**config.mk**
```make
export PLATFORM = sky130hd
export DESIGN_NAME = adder_entry_seq
export DESIGN_NICKNAME = d
export VERILOG_FILES = /design/src/rtl/adder_entry_seq.sv
export SDC_FILE = /design/constraint.sdc
export NUM_CORES = 1
export LEC_CHECK = 0
export ABC_AREA = 1
export BUFFER_PORTS_ARGS = -buffer_cell sky130_fd_sc_hd__buf_2
export CAP_MARGIN = 40
export CORE_ASPECT_RATIO = 0.5
export CORE_MARGIN = 4
export CORE_UTILIZATION = 44
export CTS_CLUSTER_DIAMETER = 100
export DETAILED_ROUTE_END_ITERATION = 6
export GPL_TIMING_DRIVEN = 0
export PLACE_DENSITY_LB_ADDON = 0.3
export SYNTH_ARGS = -nofsm -noshare
export SYNTH_HDL_FRONTEND = slang
export SYNTH_SLANG_ARGS = --single-unit
```
**constraint.sdc**
```tcl
create_clock -name MAX10_CLK1_50 -period 1.8 [get_ports MAX10_CLK1_50]
set_clock_uncertainty 0.05 [all_clocks]
set_input_delay 0.36 -clock MAX10_CLK1_50 [delete_from_list [all_inputs] [get_ports MAX10_CLK1_50]]
set_output_delay 0.36 -clock MAX10_CLK1_50 [all_outputs]
set_load 0.02 [all_outputs]
```
**src/rtl/adder_entry_seq.sv**
```systemverilog
// adder_entry_seq
// Sequencer for the Lab 1 signed 4-bit adder and its six-digit display.
// One push-button steps the user through three states. In ENTER_A the user
// enters operand A from the switches. In ENTER_B the user enters operand B.
// In SHOW the adder result is frozen and displayed.
//
// Ports
//   MAX10_CLK1_50  system clock
//   reset          synchronous, active-high reset
//   sw_in[3:0]     two's-complement operand from the slide switches
//   btn_next       asynchronous "next" button (already debounced)
//   sum[3:0]       adder sum, combinational from op_a/op_b
//   overflow       adder signed-overflow flag
//   op_a, op_b     operands driven to the adder
//   code5..code0   display codes for HEX5..HEX0
//                  (0-15 hex digit, 98 blank, 99 minus)
//   state[1:0]     0 = ENTER_A, 1 = ENTER_B, 2 = SHOW
//   result_valid   high in SHOW once the result has been captured
module adder_entry_seq #(
  parameter int BLINK_DIV = 12500000
) (
  input  logic       MAX10_CLK1_50,
  input  logic       reset,
  input  logic [3:0] sw_in,
  input  logic       btn_next,
  input  logic [3:0] sum,
  input  logic       overflow,
  output logic [3:0] op_a,
  output logic [3:0] op_b,
  output logic [6:0] code5,
  output logic [6:0] code4,
  output logic [6:0] code3,
  output logic [6:0] code2,
  output logic [6:0] code1,
  output logic [6:0] code0,
  output logic [1:0] state,
  output logic       result_valid
);

  localparam int CW = (BLINK_DIV > 2) ? $clog2(BLINK_DIV) : 1;
  localparam logic [CW-1:0] BLINK_LAST = CW'(BLINK_DIV - 1);

  localparam logic [6:0] CODE_BLANK = 7'd98;
  localparam logic [6:0] CODE_MINUS = 7'd99;

  typedef enum logic [1:0] {
    ENTER_A = 2'd0,
    ENTER_B = 2'd1,
    SHOW    = 2'd2
  } state_t;

  state_t        state_q;
  logic          btn_s1, btn_s2, btn_prev;
  logic          press;
  logic [CW-1:0] blink_cnt;
  logic          blink_phase;
  logic [3:0]    res_sum;
  logic          res_ovf;
  logic          captured;
  logic [3:0]    val_a, val_b;
  logic [6:0]    nxt5, nxt4, nxt3, nxt2, nxt1, nxt0;

  // A negative value shows a minus sign. A non-negative value shows a blank.
  function automatic logic [6:0] sign_code(input logic [3:0] v);
    return v[3] ? CODE_MINUS : CODE_BLANK;
  endfunction

  // Magnitude of a 4-bit two's-complement value.
  // -8 negates to 4'b1000, which reads as 8 when treated as unsigned.
  function automatic logic [6:0] mag_code(input logic [3:0] v);
    logic [3:0] m;
    m = v[3] ? (~v + 4'd1) : v;
    return {3'b000, m};
  endfunction

  // Two-flop synchroniser followed by a previous-value flop.
  // A held button gives only one rising edge, so it gives only one press.
  always_ff @(posedge MAX10_CLK1_50) begin
    if (reset) begin
      btn_s1   <= 1'b0;
      btn_s2   <= 1'b0;
      btn_prev <= 1'b0;
    end else begin
      btn_s1   <= btn_next;
      btn_s2   <= btn_s1;
      btn_prev <= btn_s2;
    end
  end

  assign press = btn_s2 & ~btn_prev;

  // Free-running blink timebase. The phase flips every BLINK_DIV cycles.
  always_ff @(posedge MAX10_CLK1_50) begin
    if (reset) begin
      blink_cnt   <= '0;
      blink_phase <= 1'b1;
    end else if (blink_cnt == BLINK_LAST) begin
      blink_cnt   <= '0;
      blink_phase <= ~blink_phase;
    end else begin
      blink_cnt   <= blink_cnt + CW'(1);
    end
  end

  // Entry sequencer.
  // The first cycle in SHOW gives the external adder time to settle on the
  // new op_b, and {sum, overflow} is registered at the end of that cycle.
  // result_valid rises one edge after the capture.
  // A press always wins over the capture.
  always_ff @(posedge MAX10_CLK1_50) begin
    if (reset) begin
      state_q      <= ENTER_A;
      op_a         <= 4'd0;
      op_b         <= 4'd0;
      res_sum      <= 4'd0;
      res_ovf      <= 1'b0;
      captured     <= 1'b0;
      result_valid <= 1'b0;
    end else begin
      case (state_q)
        ENTER_A: begin
          if (press) begin
            op_a    <= sw_in;
            state_q <= ENTER_B;
          end
        end
        ENTER_B: begin
          if (press) begin
            op_b    <= sw_in;
            state_q <= SHOW;
          end
        end
        SHOW: begin
          if (press) begin
            op_a         <= 4'd0;
            op_b         <= 4'd0;
            res_sum      <= 4'd0;
            res_ovf      <= 1'b0;
            captured     <= 1'b0;
            result_valid <= 1'b0;
            state_q      <= ENTER_A;
          end else if (!captured) begin
            res_sum  <= sum;
            res_ovf  <= overflow;
            captured <= 1'b1;
          end else begin
            result_valid <= 1'b1;
          end
        end
        default: state_q <= ENTER_A;
      endcase
    end
  end

  assign state = state_q;

  // Display source selection.
  // The operand currently being edited tracks the switches live, and blinks
  // while it is being edited. B reads as 0 until A has been entered.
  always_comb begin
    val_a = (state_q == ENTER_A) ? sw_in : op_a;
    if (state_q == ENTER_B)
      val_b = sw_in;
    else if (state_q == ENTER_A)
      val_b = 4'd0;
    else
      val_b = op_b;

    nxt5 = sign_code(val_a);
    nxt4 = mag_code(val_a);
    nxt3 = sign_code(val_b);
    nxt2 = mag_code(val_b);

    if (!blink_phase) begin
      if (state_q == ENTER_A) begin
        nxt5 = CODE_BLANK;
        nxt4 = CODE_BLANK;
      end
      if (state_q == ENTER_B) begin
        nxt3 = CODE_BLANK;
        nxt2 = CODE_BLANK;
      end
    end

    nxt1 = CODE_BLANK;
    nxt0 = CODE_BLANK;
    if (result_valid) begin
      if (res_ovf) begin
        nxt1 = 7'd0;
        nxt0 = 7'd15;
      end else begin
        nxt1 = sign_code(res_sum);
        nxt0 = mag_code(res_sum);
      end
    end
  end

  // Registered display codes, one cycle behind their sources.
  always_ff @(posedge MAX10_CLK1_50) begin
    if (reset) begin
      code5 <= CODE_BLANK;
      code4 <= CODE_BLANK;
      code3 <= CODE_BLANK;
      code2 <= CODE_BLANK;
      code1 <= CODE_BLANK;
      code0 <= CODE_BLANK;
    end else begin
      code5 <= nxt5;
      code4 <= nxt4;
      code3 <= nxt3;
      code2 <= nxt2;
      code1 <= nxt1;
      code0 <= nxt0;
    end
  end

endmodule

```
==> flow_metrics.env <==
export IMPL_outcome="complete, no violations"
export IMPL_die_width_um=124
export IMPL_numPortBuffers=45
export IMPL_core_sq_um=6280
export IMPL_clockRootBuffer="sky130_fd_sc_hd__clkbuf_16"
export IMPL_finalMaxSlewViolations=0
export IMPL_worstMarginPinSlew_ns=0.513
export IMPL_final_hold_worst_slack_ns=0.181
export IMPL_drive_above_1_share=0.209
export IMPL_synth_top_cells_by_area="sky130_fd_sc_hd__dfxtp_1 (43%), sky130_fd_sc_hd__nand2_1 (12%), sky130_fd_sc_hd__nor2_1 (7.2%), sky130_fd_sc_hd__inv_1 (6.5%), sky130_fd_sc_hd__buf_4 (5.8%)"
export IMPL_leakagePower_nw=1.55
export IMPL_synth_sequential_area_ratio=0.434
export IMPL_synthesized_area_divided_by_synthesized_cell_count_sq_um=7.20
export IMPL_antenna_cells_inserted=0
export IMPL_critical_path_arrival_ns=1.86
export IMPL_die_h_um=65.9
export IMPL_nets=498
export IMPL_synth_top_area_cell="sky130_fd_sc_hd__dfxtp_1"
export IMPL_clkSinkCount=64
export IMPL_cap_violations=0
export IMPL_ys_dominant_reg_cell="sky130_fd_sc_hd__dfxtp_1"
export IMPL_starting_utilization_of_the_core_area=0.470
export IMPL_drt_pre_antenna_iters=5
export IMPL_crit_path_class="reg2reg"
export IMPL_mappedNetlistArea_sq_um=2950
export IMPL_post_drt_wl_per_cell_um=11.0
export IMPL_syn_instance_count=410
export IMPL_critical_path_most_common_cell="sky130_fd_sc_hd__inv_2"
export IMPL_end_kind="flop"
export IMPL_routabilityCongestion=0.849
export IMPL_critical_path_cell_chain="ha_2 > inv_2 > nor2_4 > inv_2 > nor2_2 > nand3_2 > nand2_4 > buf_6 > a21oi_1"
export IMPL_period_needed_ns=1.70
export IMPL_clock_tree_buffer_depth=2
export IMPL_clkSlewWorstSetupHoldPaths_ns=0.05
export IMPL_vias_per_cell=4.57
export IMPL_postPlaceCellArea_sq_um=3350
export IMPL_route_detailed_drc=0
export IMPL_worstPathBufferInverterCount=3
export IMPL_crit_path_max_incr_delay_ns=0.37
export IMPL_flow_area_growth_from_synthesis_pct=24.6
export IMPL_dp_hpwl_mm=4.83
export IMPL_required_ns=1.96
export IMPL_totalPowerFinal_mw=3.57
export IMPL_postRouteAntennaNets=0
export IMPL_post_synth_top_area_fraction=0.434
export IMPL_largest_net_degree_at_the_start_of_global_routing=12
export IMPL_postLayoutSetupSlackWorst_ns=0.0981
export IMPL_first_iter_violations=144
export IMPL_sequential_cell_area_in_the_final_layout_sq_um=1280
export IMPL_grt_pass1_wl_mm=10.8
export IMPL_postSynthRegisterBits=64
export IMPL_fin_tns_setup_ns=0
export IMPL_utilization=0.585
export IMPL_asyncSetResetFlopFracSynth=0
export IMPL_fmax_ghz=0.588
export IMPL_grt_util_all_layers=0.171
export IMPL_peakVddDrop_uv=482
export IMPL_crit_family="simple AND/OR/NAND/NOR gates"
export IMPL_layout_filler_cells=611
export IMPL_row_count=20
export IMPL_cts_post_setup_buffers_inserted=0
export IMPL_unrepaired_setup_endpoints_after_global_routing="false"
export IMPL_first_global_vias=2385
export IMPL_post_synth_num_cell_types=29
export IMPL_max_slew_margin_rel=0.654
export IMPL_boundaryPins=65
export IMPL_power_per_cell_area_nw_per_um2=971
export IMPL_finalHoldViolCount=0
export IMPL_hold_class="in2reg"
export IMPL_grt_antenna_before_repair=0
export IMPL_place_detailed_instances=559
export IMPL_crit_path_start_kind="flop"
export IMPL_detailroute_via_count=2626
export IMPL_fp_dieArea_sq_um=8160
export IMPL_place_worst_setup_slack_ns=0.0884
export IMPL_multi_input_gate_area_sq_um=1330
export IMPL_maximum_net_fanout_on_the_critical_path=10
export IMPL_number_of_enable_flip_flop_cells_after_synthesis=0
export IMPL_htree_levels=3
export IMPL_cts_tree="built"
export IMPL_layout_cell_area_non_filler_sq_um=3680
export IMPL_yosysWarningCount=0
export IMPL_setup_violations_final=0
export IMPL_instances_no_fill=575
export IMPL_cp_slowest_cell="sky130_fd_sc_hd__dfxtp_1"
export IMPL_grt_overflow_total=0
export IMPL_cts_made_buffers=9
export IMPL_detailed_route_wire_length_mm=6.31
export IMPL_min_period_over_period=0.945
export IMPL_clkLatencyLatePin_ns=0.33
cells by family after synthesis:
group / share of synthesized area
buffers and inverters: 0.139
other: 0.00254
adders and majority gates: 0.0170
and+or+nand+nor: 0.276
xor gates and xnor gates: 0.0356
DFF: 0.434
AOI/OAI and AO/OA: 0.0954
metal layers:
layer	vias up	GRT usage	wire, um
met5	-	0	0
met4	0	0.0703	48
met3	4	0.0590	338
met2	51	0.269	2860
met1	1182	0.215	3060
li1	1389	-	-
registers in the layout (all words and copies together) (netlist names), 2 cells and up:
register,flops
blink_cnt,24
code0,5
code2,5
code4,5
op_a,4
op_b,4
res_sum,4
code1,2
state,2
Yosys cell counts, types with 2 or more instances:
library cell and count:
sky130_fd_sc_hd__o22ai_1 4, sky130_fd_sc_hd__nand3_1 21, sky130_fd_sc_hd__dfxtp_1 64, sky130_fd_sc_hd__xnor2_1 6, sky130_fd_sc_hd__buf_4 23, sky130_fd_sc_hd__o21ai_1 5
sky130_fd_sc_hd__o21ai_0 12, sky130_fd_sc_hd__inv_2 4, sky130_fd_sc_hd__nor2_1 57, sky130_fd_sc_hd__nand4_1 7, sky130_fd_sc_hd__xor2_1 6, sky130_fd_sc_hd__nor3_1 2
sky130_fd_sc_hd__ha_1 4, sky130_fd_sc_hd__nand2_1 93, sky130_fd_sc_hd__nor2_4 2, sky130_fd_sc_hd__buf_6 2, sky130_fd_sc_hd__inv_1 51, sky130_fd_sc_hd__nor2_2 5
sky130_fd_sc_hd__conb_1 2, sky130_fd_sc_hd__a21oi_1 31
layout by cell type, fill, tap and decap left out, types with 3 or more instances in the layout:
master,Yosys,final
sky130_fd_sc_hd__conb_1,2,18
sky130_fd_sc_hd__inv_2,4,4
sky130_fd_sc_hd__xnor2_1,6,6
sky130_fd_sc_hd__buf_2,1,46
sky130_fd_sc_hd__nor2_4,2,3
sky130_fd_sc_hd__o21ai_0,12,12
sky130_fd_sc_hd__o22ai_1,4,4
sky130_fd_sc_hd__o21ai_1,5,5
sky130_fd_sc_hd__inv_1,51,51
sky130_fd_sc_hd__nor2_1,57,57
sky130_fd_sc_hd__a21oi_1,31,31
sky130_fd_sc_hd__buf_4,23,23
sky130_fd_sc_hd__nor2_2,5,4
sky130_fd_sc_hd__nand2_1,93,93
sky130_fd_sc_hd__nand4_1,7,7
sky130_fd_sc_hd__dfxtp_1,64,64
sky130_fd_sc_hd__xor2_1,6,6
sky130_fd_sc_hd__clkbuf_16,0,9
sky130_fd_sc_hd__ha_1,4,3
sky130_fd_sc_hd__nand3_1,21,21
worst register-to-register path, stage by stage (launching register included):
cell                      delay [ns]
sky130_fd_sc_hd__dfxtp_1        0.37
sky130_fd_sc_hd__ha_2           0.23
sky130_fd_sc_hd__inv_2          0.06
sky130_fd_sc_hd__nor2_4         0.14
sky130_fd_sc_hd__inv_2          0.06
sky130_fd_sc_hd__nor2_2         0.18
sky130_fd_sc_hd__nand3_2        0.14
sky130_fd_sc_hd__nand2_4        0.14
sky130_fd_sc_hd__buf_6          0.17
sky130_fd_sc_hd__a21oi_1        0.06
repair_timing:
item,in CTS,in global routing
hold buffers,0,0
resized for setup,0,2
setup endpoints to repair,0,22
path summary, 6_finish.rpt:
path                                   start       endpoint  slack [ns]  cells past startpoint
worst min-delay path                btn_next         btn_s1        0.18                      3
worst max-delay path            blink_cnt[0]  blink_cnt[13]         0.1                      9
worst max register to register  blink_cnt[0]  blink_cnt[13]         0.1                      9
worst min register to register        btn_s1         btn_s2        0.35                      2
cell type report:
cell class,instances,area share
plain buffers,27,0.0555
clock buffers,11,0.0660
clock inverters,5,0.0218
inverters,55,0.0561
multi-input cells,280,0.361
flip-flops and latches,64,0.348
well taps,88,0.0299
repair buffers,45,0.0612
where the power goes:
part           switching, mW  internal (mW)
sequential            0.0173           1.45
combinational          0.161         0.0908
clock                  0.609           1.25
Note: power is estimated with default switching activity, not from simulation.
